## src/rtl/bht_ctrl.sv

```systemverilog
// Branch history table controller: 256 x 2-bit saturating counters held in a dual-port SRAM.
// Port 0 serves fetch lookups; port 1 handles initialisation and update read-modify-write.
module bht_ctrl #(
  parameter logic [1:0] INIT_CTR = 2'b01,
  parameter int         IDX_LSB  = 2
) (
  input  logic        clk,
  input  logic        rst,
  input  logic        pred_req,
  input  logic [31:0] pred_pc,
  output logic        pred_ready,
  output logic        pred_valid,
  output logic        pred_taken,
  input  logic        upd_valid,
  input  logic [31:0] upd_pc,
  input  logic        upd_taken,
  output logic        upd_ready,
  output logic        bht_csb0,
  output logic        bht_web0,
  output logic [7:0]  bht_addr0,
  output logic [1:0]  bht_din0,
  input  logic [1:0]  bht_dout0,
  output logic        bht_csb1,
  output logic        bht_web1,
  output logic [7:0]  bht_addr1,
  output logic [1:0]  bht_din1,
  input  logic [1:0]  bht_dout1
);
  typedef enum logic [1:0] {INIT, IDLE, UPD_WR} state_t;

  state_t     state, state_nxt;
  logic [7:0] init_idx;
  logic [7:0] upd_idx_q;
  logic       upd_taken_q;
  logic       byp_q, byp_bit_q;
  logic       pred_fire, upd_fire, byp_hit;
  logic [1:0] upd_new;
  logic [7:0] pred_idx, upd_idx;
  logic       unused_bits;

  assign pred_idx    = pred_pc[IDX_LSB +: 8];
  assign upd_idx     = upd_pc[IDX_LSB +: 8];
  assign unused_bits = ^{pred_pc, upd_pc, bht_dout0[0]};

  always_comb begin
    if (upd_taken_q) upd_new = (bht_dout1 == 2'b11) ? 2'b11 : bht_dout1 + 2'd1;
    else             upd_new = (bht_dout1 == 2'b00) ? 2'b00 : bht_dout1 - 2'd1;
  end

  // Port drives are gated by rst so a reset cycle never issues a write.
  always_comb begin
    state_nxt  = state;
    pred_ready = 1'b0;
    upd_ready  = 1'b0;
    upd_fire   = 1'b0;
    pred_fire  = 1'b0;
    byp_hit    = 1'b0;
    bht_csb0   = 1'b1;
    bht_web0   = 1'b1;
    bht_addr0  = 8'd0;
    bht_din0   = 2'b00;
    bht_csb1   = 1'b1;
    bht_web1   = 1'b1;
    bht_addr1  = 8'd0;
    bht_din1   = 2'b00;
    if (!rst) begin
      case (state)
        INIT: begin
          bht_csb1  = 1'b0;
          bht_web1  = 1'b0;
          bht_addr1 = init_idx;
          bht_din1  = INIT_CTR;
          if (init_idx == 8'hff) state_nxt = IDLE;
        end
        IDLE: begin
          pred_ready = 1'b1;
          upd_ready  = 1'b1;
          if (upd_valid) begin
            upd_fire  = 1'b1;
            bht_csb1  = 1'b0;
            bht_addr1 = upd_idx;
            state_nxt = UPD_WR;
          end
        end
        UPD_WR: begin
          pred_ready = 1'b1;
          bht_csb1   = 1'b0;
          bht_web1   = 1'b0;
          bht_addr1  = upd_idx_q;
          bht_din1   = upd_new;
          state_nxt  = IDLE;
        end
        default: state_nxt = INIT;
      endcase
      pred_fire = pred_req & pred_ready;
      if (pred_fire) begin
        bht_csb0  = 1'b0;
        bht_addr0 = pred_idx;
      end
      // Port 0 returns the pre-write value on a same-cycle collision.
      byp_hit = pred_fire && (state == UPD_WR) && (pred_idx == upd_idx_q);
    end
  end

  always_ff @(posedge clk) begin
    if (rst) begin
      state       <= INIT;
      init_idx    <= 8'd0;
      upd_idx_q   <= 8'd0;
      upd_taken_q <= 1'b0;
      pred_valid  <= 1'b0;
      byp_q       <= 1'b0;
      byp_bit_q   <= 1'b0;
    end else begin
      state      <= state_nxt;
      if (state == INIT) init_idx <= init_idx + 8'd1;
      if (upd_fire) begin
        upd_idx_q   <= upd_idx;
        upd_taken_q <= upd_taken;
      end
      pred_valid <= pred_fire;
      byp_q      <= byp_hit;
      byp_bit_q  <= upd_new[1];
    end
  end

  assign pred_taken = pred_valid & (byp_q ? byp_bit_q : bht_dout0[1]);

endmodule

```

## config.mk

```make
export PLATFORM = sky130hd
export DESIGN_NAME = bht_ctrl
export DESIGN_NICKNAME = d
export VERILOG_FILES = /design/src/rtl/bht_ctrl.sv
export SDC_FILE = /design/constraint.sdc
export NUM_CORES = 1
export LEC_CHECK = 0
export BUFFER_PORTS_ARGS = -buffer_cell sky130_fd_sc_hd__buf_2
export CORE_UTILIZATION = 43
export CTS_CLUSTER_SIZE = 28
export DETAILED_ROUTE_END_ITERATION = 6
export PLACE_DENSITY = 0.85
export SLEW_MARGIN = 20
export SYNTH_ARGS = -nofsm -noshare
export SYNTH_HDL_FRONTEND = slang
export SYNTH_SLANG_ARGS = --single-unit
```

## constraint.sdc

```tcl
create_clock -name clk -period 3 [get_ports clk]
set_clock_uncertainty 0.1 [all_clocks]
set_input_delay 0 -clock clk [delete_from_list [all_inputs] [get_ports clk]]
set_output_delay 0 -clock clk [all_outputs]
set_load 0.01 [all_outputs]
```

==> flow_summary.yaml <==
clocking:
  cts_buffers: 3
  cts_buffer_depth: 2
  clock_latency_ns: 0.31
  cts-htree-levels: 1
  clk_pin_slew_ns: 0.13
  cts.sinks: 22
  cts_resized: 0
  cts-root-buf: "clkbuf_4"
  cts_tree: "done"
logic_synthesis:
  syn-cell-area_um2: 1340
  synth_top_area_share_pct: 32.8
  synth_cells: 164
  avgSynthCellArea_um2: 8.18
  synth_edf_count: 0
  synth_area_leaders: "dfxtp_1 33%, a21oi_1 7.1%, ha_1 6.5%, nand2_1 6.4%, xnor2_1 5.9%"
  yosys_warnings: 0
  yosysUniqueCellTypes: 31
  yosys.area.top_type: "dfxtp_1"
  synthArstFlopShare_pct: 0
  ys_seq_area_share_pct: 32.8
  ys.flop_type: "dfxtp_1"
  synth_seq_cells: 22
timing:
  fin_crit_sh_pct: 71.7
  tns_ns: 0
  period_minus_slack_ns: 2.15
  final-setup-viol-count: 0
  final.setup.worst_slack_ns: 0.850
  slew_headroom_pct: 50.2
  hold_viol_final: 0
  max_slew.worst_pin.slew_ns: 0.747
  timing.fmax_mhz: 465
  rsz0062_at_grt: "false"
  drv_slew: 0
worst_setup_path:
  slowest_stage: "ha_1"
  slowest_delay_ns: 0.65
  crit_buf_inv: 2
  cp_max_fo: 20
  path_cells: "inv_1 -> ha_1 -> a22oi_1 -> a21oi_1 -> buf_2"
  startpoint_type: "register"
  end_kind: "output pin"
  cp.required_ns: 2.90
  crit_family: "adder cells"
  critical_path_arrival_ns: 2.05
  crit_type: "register to output pin"
global_routing:
  antenna_found_initial: 0
  grt_pass1_vias: 1249
  grt_pass1_wl_um: 5450
  track_usage_pct: 21.1
  grt_max_degree: 28
  gr-total-overflow: 0
place:
  hpwl_um: 2200
  placed_area_um2: 1530
  gp_congestion: 0.772
  io_buffers: 48
  dp_slack_ns: 1.02
finish:
  stdcell_area_um2: 1750
  fill_cells: 244
  syn_to_final_growth_pct: 30.1
  antenna_cells: 0
  final_common_cell: "buf_2"
  layout_common_cells: "48 x buf_2, 23 x nand2_1, 22 x dfxtp_1"
  fin_util_pct: 61.2
  final_nets: 303
  final_layout_size_suffix_gt1_share_pct: 26.6
min_path:
  hold_class: "primary input to register"
floorplan:
  fp.dieH_um: 57.9
  ioPinCount: 101
  core_area_um2: 2850
  die_area_um2: 3350
  die_w_um: 57.9
  num_rows: 19
  initial_core_util_pct: 47.0
pwr:
  ir_drop_uv: 634
  power.leakage_nw: 0.809
  powerDensity_nw_per_um2: 629
  total_power_mw: 1.10
flow_run:
  maxCapViolCount: 0
routing:
  post_drt_wl_per_cell_um: 12.9
  drtIter0Drc: 36
  drc: 4
  wl_um: 3260
  viasPerCell: 5.28
  vias: 1336
  antenna_left: 0
  firstDrtPassIters: 6
outcome:
  violations: "design-rule violations"
  status: "complete, but fails checks"
state kept, by name, summed over array words and instances (netlist names):
register,cells
byp_q,1
state,2
upd_idx_q,8
upd_taken_q,1
byp_bit_q,1
init_idx,8
pred_valid,1
final timing paths:
path / from / endpoint / slack, ns / depth (start not counted)
max: state[1] / bht_addr1[5] / 0.85 / 5
min: rst / init_idx[2] / 0.008 / 2
max reg2reg: upd_idx_q[4] / byp_q / 0.89 / 5
min reg2reg: upd_idx_q[6] / upd_idx_q[6] / 0.40 / 2
Yosys cell counts, drive strengths merged, types with 5 or more instances:
cell type,number
a21oi,19
xnor2,9
clkbuf,6
a22oi,9
buf,5
nor2,16
and3,9
inv,5
o21ai,5
xor2,6
dfxtp,22
ha,7
nand2,23
metrics by stage:
| step | cells | hold WS (ns) |
|---|---|---|
| after floorplan | 165 | 0.0135 |
| after global placement | 233 | 0.152 |
| after detailed placement | 233 | 0.157 |
| after CTS | 253 | 0.00865 |
| after global routing | 253 | 0.0409 |
| final | 253 | 0.00821 |
worst register-to-register path: cells and delay by family (launching register included):
kind	cells	cell delay, ns
xor gates and xnor gates	1	0.14
and+or+nand+nor	2	0.31
DFF	1	0.40
buffers and inverters	2	1.12
routing by layer:
layer / vias up / global-route usage, % / share of wire (%)
met5: - / 0 / 0
met4: 0 / 5.44 / 0.58
met3: 2 / 5.36 / 6.9
met2: 48 / 37.4 / 49
met1: 620 / 25.3 / 43
li1: 666 / - / -
what timing repair did:
action,4_1_cts,5_1_grt
hold buffers,16,0
setup buffers,0,0
endpoints found under the hold margin,12,0
cell families (layout without fill, tap and decap cells):
logic type                 after synthesis  in the layout  synth area share [%]
AOI/OAI and AO/OA                       35             35                  15.8
xor gates and xnor gates                15             15                  9.80
adders and majority gates                7              7                  6.53
buffers and inverters                   16             73                  8.21
DFF                                     22             22                  32.8
muxes                                    3              3                  2.24
other                                    2              3                 0.560
and+or+nand+nor                         64             64                  24.1
area by class of cell:
| type | count | area [µm²] | share of cell area, % |
|---|---|---|---|
| repair buffers | 64 | 400 | 22.9 |
| clock buffers | 3 | 22.5 | 1.29 |
| clock inverters | 1 | 30.0 | 1.72 |
| well taps | 31 | 38.8 | 2.22 |
| multi-input cells | 127 | 795 | 45.5 |
| inverters | 5 | 18.8 | 1.08 |
| flip-flops and latches | 22 | 440 | 25.2 |
where the power goes:
| group | switching (mW) | internal, mW | total (mW) |
|---|---|---|---|
| Clock | 0.0930 | 0.135 | 0.228 |
| Combinational | 0.280 | 0.204 | 0.484 |
| Sequential | 0.0507 | 0.336 | 0.387 |
Note: power is estimated with default switching activity, not from simulation.
